==> config.mk <==
export PLATFORM = sky130hd
export DESIGN_NAME = pairing_io_ctrl
export DESIGN_NICKNAME = d
export VERILOG_FILES = /design/src/rtl/pairing_io_ctrl.sv
export SDC_FILE = /design/constraint.sdc
export NUM_CORES = 1
export LEC_CHECK = 0
export CELL_PAD_IN_SITES_DETAIL_PLACEMENT = 0
export CELL_PAD_IN_SITES_GLOBAL_PLACEMENT = 1
export CORE_MARGIN = 5
export CORE_UTILIZATION = 44
export DETAILED_ROUTE_END_ITERATION = 12
export GPL_TIMING_DRIVEN = 0
export PLACE_DENSITY_LB_ADDON = 0.1
export SLEW_MARGIN = 20
export SYNTH_ARGS = -nofsm -noshare
export SYNTH_HDL_FRONTEND = slang
export SYNTH_SLANG_ARGS = --single-unit
export TNS_END_PERCENT = 30
==> constraint.sdc <==
create_clock -name clk -period 4.1 [get_ports clk]
set_input_delay 0.82 -clock clk [delete_from_list [all_inputs] [get_ports clk]]
set_output_delay 0.82 -clock clk [all_outputs]
set_load 0.01 [all_outputs]
==> src/rtl/pairing_io_ctrl.sv <==
// Host-side bridge to the pairing core's bit-serial register port: sequences WRITE/READ
// transfers over sel/addr/update/ready/i/w and runs the core between hold release and done.
module pairing_io_ctrl #(
    parameter int unsigned WIDTH = 198,
    parameter int unsigned AW    = 6,
    parameter int unsigned CW    = 8
) (
    input  logic             clk,
    input  logic             reset,
    input  logic             cmd_valid,
    output logic             cmd_ready,
    input  logic [1:0]       cmd_op,
    input  logic [AW-1:0]    cmd_addr,
    input  logic [WIDTH-1:0] cmd_data,
    output logic             rsp_valid,
    output logic             rsp_err,
    output logic [WIDTH-1:0] rsp_data,
    output logic             pr_hold,
    output logic             pr_sel,
    output logic [AW-1:0]    pr_addr,
    output logic             pr_update,
    output logic             pr_ready,
    output logic             pr_i,
    output logic             pr_w,
    input  logic             pr_o,
    input  logic             pr_done
);

    typedef enum logic [2:0] {
        IDLE, W_UPD, W_SHIFT, W_COMMIT, R_ADDR, R_UPD, R_SHIFT, RUN
    } state_t;

    typedef enum logic [1:0] {
        OP_WRITE = 2'b00,
        OP_READ  = 2'b01,
        OP_START = 2'b10,
        OP_RSVD  = 2'b11
    } op_t;

    localparam logic [CW-1:0] LAST = CW'(WIDTH - 1);

    state_t           state;
    logic [WIDTH-1:0] shreg;
    logic [CW-1:0]    cnt;
    logic             done_q;

    always_ff @(posedge clk or negedge reset) begin
        if (!reset) begin
            state     <= IDLE;
            shreg     <= '0;
            cnt       <= '0;
            done_q    <= 1'b0;
            cmd_ready <= 1'b1;
            rsp_valid <= 1'b0;
            rsp_err   <= 1'b0;
            rsp_data  <= '0;
            pr_hold   <= 1'b1;
            pr_sel    <= 1'b0;
            pr_addr   <= '0;
            pr_update <= 1'b0;
            pr_ready  <= 1'b0;
            pr_i      <= 1'b0;
            pr_w      <= 1'b0;
        end else begin
            rsp_valid <= 1'b0;
            rsp_err   <= 1'b0;
            // done is sampled every cycle so a level already high at START is not an edge
            done_q    <= pr_done;
            case (state)
                IDLE: begin
                    if (cmd_valid && cmd_ready) begin
                        case (op_t'(cmd_op))
                            OP_WRITE: begin
                                state     <= W_UPD;
                                cmd_ready <= 1'b0;
                                pr_sel    <= 1'b1;
                                pr_addr   <= cmd_addr;
                                pr_update <= 1'b1;
                                shreg     <= cmd_data;
                            end
                            OP_READ: begin
                                state     <= R_ADDR;
                                cmd_ready <= 1'b0;
                                pr_sel    <= 1'b1;
                                pr_addr   <= cmd_addr;
                            end
                            OP_START: begin
                                state     <= RUN;
                                cmd_ready <= 1'b0;
                                pr_hold   <= 1'b0;
                                pr_sel    <= 1'b0;
                            end
                            default: begin
                                rsp_valid <= 1'b1;
                                rsp_err   <= 1'b1;
                            end
                        endcase
                    end
                end
                W_UPD: begin
                    pr_update <= 1'b0;
                    pr_ready  <= 1'b1;
                    pr_i      <= shreg[0];
                    shreg     <= {1'b0, shreg[WIDTH-1:1]};
                    cnt       <= '0;
                    state     <= W_SHIFT;
                end
                W_SHIFT: begin
                    // cnt tracks the bit currently on pr_i
                    if (cnt == LAST) begin
                        pr_ready <= 1'b0;
                        pr_i     <= 1'b0;
                        pr_w     <= 1'b1;
                        state    <= W_COMMIT;
                    end else begin
                        cnt   <= cnt + CW'(1);
                        pr_i  <= shreg[0];
                        shreg <= {1'b0, shreg[WIDTH-1:1]};
                    end
                end
                W_COMMIT: begin
                    pr_w      <= 1'b0;
                    rsp_valid <= 1'b1;
                    cmd_ready <= 1'b1;
                    state     <= IDLE;
                end
                R_ADDR: begin
                    pr_update <= 1'b1;
                    state     <= R_UPD;
                end
                R_UPD: begin
                    pr_update <= 1'b0;
                    pr_ready  <= 1'b1;
                    cnt       <= '0;
                    state     <= R_SHIFT;
                end
                R_SHIFT: begin
                    shreg <= {pr_o, shreg[WIDTH-1:1]};
                    if (cnt == LAST) begin
                        pr_ready  <= 1'b0;
                        rsp_data  <= {pr_o, shreg[WIDTH-1:1]};
                        rsp_valid <= 1'b1;
                        cmd_ready <= 1'b1;
                        state     <= IDLE;
                    end else begin
                        cnt <= cnt + CW'(1);
                    end
                end
                RUN: begin
                    if (pr_done && !done_q) begin
                        pr_hold   <= 1'b1;
                        rsp_valid <= 1'b1;
                        cmd_ready <= 1'b1;
                        state     <= IDLE;
                    end
                end
                default: state <= IDLE;
            endcase
        end
    end

endmodule
==> Word level (Yosys, flattened, before mapping) <==
Index checks and enable logic that the tools add are counted.
{ "op_classes": {"n_addsub": 1, "n_eq_ne": 21, "n_mux": 35, "reduce_logical": 28} }
{ "op_table": {"columns": ["operator", "n"], "rows": [
  ["$pmux W198 S4", 1],
  ["$mux W198", 3],
  ["$pmux W3 S8", 1],
  ["$pmux W8 S2", 1],
  ["$mux W1", 15],
  ["$ne A2 B2 Y1 const B", 7],
  ["$eq A3 B3 Y1 const B", 4],
  ["$mux W3", 4],
  ["$pmux W1 S2", 5],
  ["$reduce_and A5 Y1", 2],
  ["$reduce_bool A2 Y1", 5],
  ["$pmux W3 S3", 1],
  ["$reduce_and A3 Y1", 3],
  ["$add A8 B1 Y8 const B", 1],
  ["$eq A8 B8 Y1 const B", 1],
  ["$mux W8", 1],
  ["$pmux W1 S4", 2],
  ["$reduce_and A2 Y1", 4],
  ["$reduce_and A4 Y1", 2],
  ["$reduce_bool A4 Y1", 2],
  ["$eq A3 B2 Y1 const B", 2],
  ["$ne A2 B1 Y1 const B", 3],
  ["$reduce_or A2 Y1", 3],
  ["$ne A4 B1 Y1 const B", 1],
  ["other kinds (10)", 11]
]} }
{ "totals": {"reg_bits": 423, "input_bits": 211, "output_inout_bits": 213} }

==> Longest topological paths before layout <==
{ "depth": {"word_depth": 5, "depth_mapped": 8, "ltp_nobuf": 6} }

==> Least setup slack after synthesis <==
Ideal clock, no wire load.
{ "synth_path": {"kind": "input port to flip-flop", "startpoint": "in cmd_op[0]", "endpoint": "reg shreg[177]", "setup_time_ns": 0.125, "arrival_ns": 2.375, "path_slack_ns": 1.600, "path_stages": 7, "path_cell_list": "inv_1 -> ha_1 -> a31oi_1 -> o32ai_2 -> buf_2 -> buf_2 -> mux2_2"} }
{ "synth_between": {"elab_chain_len": 3} }
{ "synth_lines": {"columns": ["item", "line_no", "rtl"], "rows": [
  ["from (decl)", "12", "input logic [1:0] cmd_op,"],
  ["$logic_not A2 Y1", "72", "case (op_t'(cmd_op))"],
  ["$ne A2 B1 Y1 (no line)", null, null],
  ["$reduce_and A4 Y1 (no line)", null, null],
  ["to (signal assigned)", "79", "shreg <= cmd_data;"],
  ["to (signal assigned)", "104", "shreg <= {1'b0, shreg[WIDTH-1:1]};"],
  ["to (signal assigned)", "118", "shreg <= {1'b0, shreg[WIDTH-1:1]};"],
  ["to (decl)", "43", "logic [WIDTH-1:0] shreg;"]
]} }
No other way between the ends.
A chain may end at the register's enable or synchronous reset.

==> Final worst setup path <==
{ "layout_path": {"startpoint": "in cmd_op[0]", "endpoint": "reg shreg[174]"} }
Same word-level chain as after synthesis.

==> impl_metrics.csv <==
group,metric,value,unit
run_status,status,"complete, no violations",
yosys,ys_seq_area_frac,0.576,
sta,finalSetupViolations,0,
routing,antenna_left,0,
sta,drv_slew,0,
layout,final_layout_size_suffix_gt1_frac,0.372,
placed_design,pre_cts_ws,0.262,ns
die,die-area,46000,sq um
placed_design,placed_cells,2154,
critical_path,cpPeakStageDelay,0.76,ns
placed_design,port_buffers,423,
sta,hold_viol,0,
yosys,synth_area_leaders,"dfrtp_1 57%, mux2_2 30%, mux2_1 7.1%",
die,start_util,0.447,
routing,drc,0,
clock_tree,insertion_delay,0.58,ns
yosys,synthesis.nets,1412,
layout,fin_area,25000,sq um
clock_tree,numCtsBuffers,46,
critical_path,crit_chain,"clkdlybuf4s50_1 -> inv_1 -> ha_1 -> a31oi_1 -> o32ai_2 -> buf_2 -> buf_2 -> mux2_2",
power,irDropWorstVdd,0.362,mV
layout,area_delta_synth_final,35.8,%
routing,drtIter0Drc,520,
die,die_height,214,um
sta,post-route-period-util,0.783,
grt,grt_first_pass_wirelength,73500,um
critical_path,cp_data_required_time,4.54,ns
grt,grt.overflow.total,0,
layout,final_cell_mix,"483 x mux2_2, 422 x clkdlybuf4s50_1, 421 x dfrtp_1, 116 x mux2_1, 52 x buf_2",
critical_path,cp-start-kind,"input port",
layout,stdcell_count,2243,
power,internal_power,11.1,mW
sta,relSlewSlack,0.386,
power,pwr_density_cell,632,nW/um^2
clock_tree,cts_setup_buffers,0,
power,swShare,0.296,
yosys,ys_seq_elements,423,
clock_tree,clk_path_buf_depth,3,
yosys,synth_area_leader_cell,"dfrtp_1",
yosys,synthArstFlopShare,1.00,
worst_hold_path,hold_class,"in -> async",
sta,min_period,3.21,ns
critical_path,cpMostUsedCell,"buf_2",
clock_tree,htreeDepth,2,
placed_design,place_area,23400,sq um
yosys,synthFlopType,"dfrtp_1",
placed_design,gp_congestion,0.778,
grt,grt_pass1_vias,12488,
yosys,synth_edf_count,0,
routing,met1_length,19800,um
placed_design,dp_hpwl,34000,um
power,clkPwrFrac,0.271,
routing,dr_total_vias,11488,
critical_path,crit_type,"in -> reg",
routing,wl_met2,22100,um
grt,antenna_found_initial,12,
yosys,synth_area_per_cell,15.4,sq um
yosys,synth_cell_types,49,
sta,finalClockSkew,0.0251,ns
power,seq_power_share,0.390,
yosys,synthDominantCellAreaShare,0.573,
clock_tree,clock-sinks,423,
sta,fmax,311,MHz
clock_tree,ctsHoldBuffers,0,
grt,grt_use_total,0.201,
die,rows,74,
power,leakagePower,11.0,nW
sta,fin_ws,0.888,ns
yosys,yosys_warnings,0,
critical_path,cp-end-kind,"flop",
grt,grt_max_degree,96,
clock_tree,root_buffer,"clkbuf_16",
sta,tightest_slew,0.921,ns
sta,rsz0062_at_grt,"false",
yosys,netlist_instances,1195,
yosys,syn-cell-area,18400,sq um
routing,wl_met3,3270,um
power,power.switching,4.67,mW
critical_path,r2r_setup_slack,1.34,ns
die,die_x,214,um
critical_path,arrival,3.65,ns
die,coreArea,41100,sq um
critical_path,worstPathMaxFanout,10,
power,p_comb_frac,0.339,
layout,mostFrequentLayoutCell,"mux2_2",
flow_run,maxCapViolCount,0,
critical_path,slowest_stage,"o32ai_2",
routing,vias_per_cell,5.12,
power,finalPower,15.8,mW
die,ios,424,
layout,fin_nets,1887,
clock_tree,cts_tree,"built",
routing,first_pass_iters,4,
routing,wl_per_cell,20.8,um
clock_tree,cts_resized,0,
routing,top_layer,"met5",
clock_tree,clk_pin_slew,0.06,ns
routing,wl,46600,um
-- metrics by stage --
| stage | TNS, ns | util | hold slack [ns] |
|---|---|---|---|
| floorplan | 0 | - | 0.492 |
| global placement | -7169.27 | 0.566 | 0.480 |
| detailed placement | 0 | 0.569 | 0.495 |
| CTS | 0 | 0.607 | 0.199 |
| global route | 0 | 0.607 | 0.230 |
| finish | 0 | 0.607 | 0.204 |
-- final timing paths --
check | from | end | cells past startpoint
max | cmd_op[0] | shreg[174] | 8
min | reset | rsp_data[140] | 1
max reg2reg | cmd_ready | shreg[174] | 5
min reg2reg | pr_update | pr_update | 1
max in group asynchronous | reset | rsp_data[52] | 3
min in group clk | pr_update | pr_update | 1
-- routing by layer --
layer / GRT usage / vias up
li1: - / 5303
met1: 0.259 / 5794
met2: 0.322 / 300
met3: 0.0695 / 81
met4: 0.0621 / 10
met5: 0 / -
-- synth_stat cells, drive strengths merged (3+ instances only) --
cell type  count
inv            8
ha             6
nand2          6
o21ai         10
buf           64
mux2         599
a21oi          5
nor2           8
dfrtp        421
and3           3
clkbuf         6
o211ai         3
nand3b         3
nor2b          3
nand3         12
nand4          3
a31oi          3
-- power by group through the flow --
stage | clock (mW) | sequential (mW) | combinational (mW)
finish | 4.27 | 6.15 | 5.35
floorplan | 0 | 5.97 | 4.19
CTS | 4.41 | 6.15 | 5.45
global placement | 0 | 6.20 | 5.29
detailed placement | 0 | 6.22 | 5.42
global route | 4.58 | 6.31 | 5.87
-- area by class of cell --
type                            count  area (sq um)
Buffer                             70           369
Sequential cell                   423         10600
Tap cell                          532           666
Fill cell                        3298         16100
Clock inverter                     23           302
Timing Repair Buffer              427          4350
Inverter                            8          30.0
Multi-Input combinational cell    694          7400
Clock buffer                       60          1250
Antenna cell                        6          15.0
-- state kept, by name, indices dropped and copies added, names as in the netlist --
name and flops:
pr_addr 6, pr_sel 1, state 3, pr_ready 1
pr_hold 1, rsp_valid 1, rsp_data 198, shreg 198
rsp_err 1, done_q 1, cnt 8, pr_update 1
pr_i 1, cmd_ready 1, pr_w 1
-- cells by family after synthesis --
logic type	synth area share
xor+xnor	0.000476
buf+inv	0.0217
compound gates	0.0140
flops	0.576
mux	0.367
simple gates	0.0165
fa+ha+maj	0.00408
-- worst max-delay path: cells and delay by family --
kind	cells	cell delay, ns
mux	1	0.37
compound gates	2	0.88
buf+inv	4	1.31
fa+ha+maj	1	0.24
Note: power is estimated with default switching activity, not from simulation.
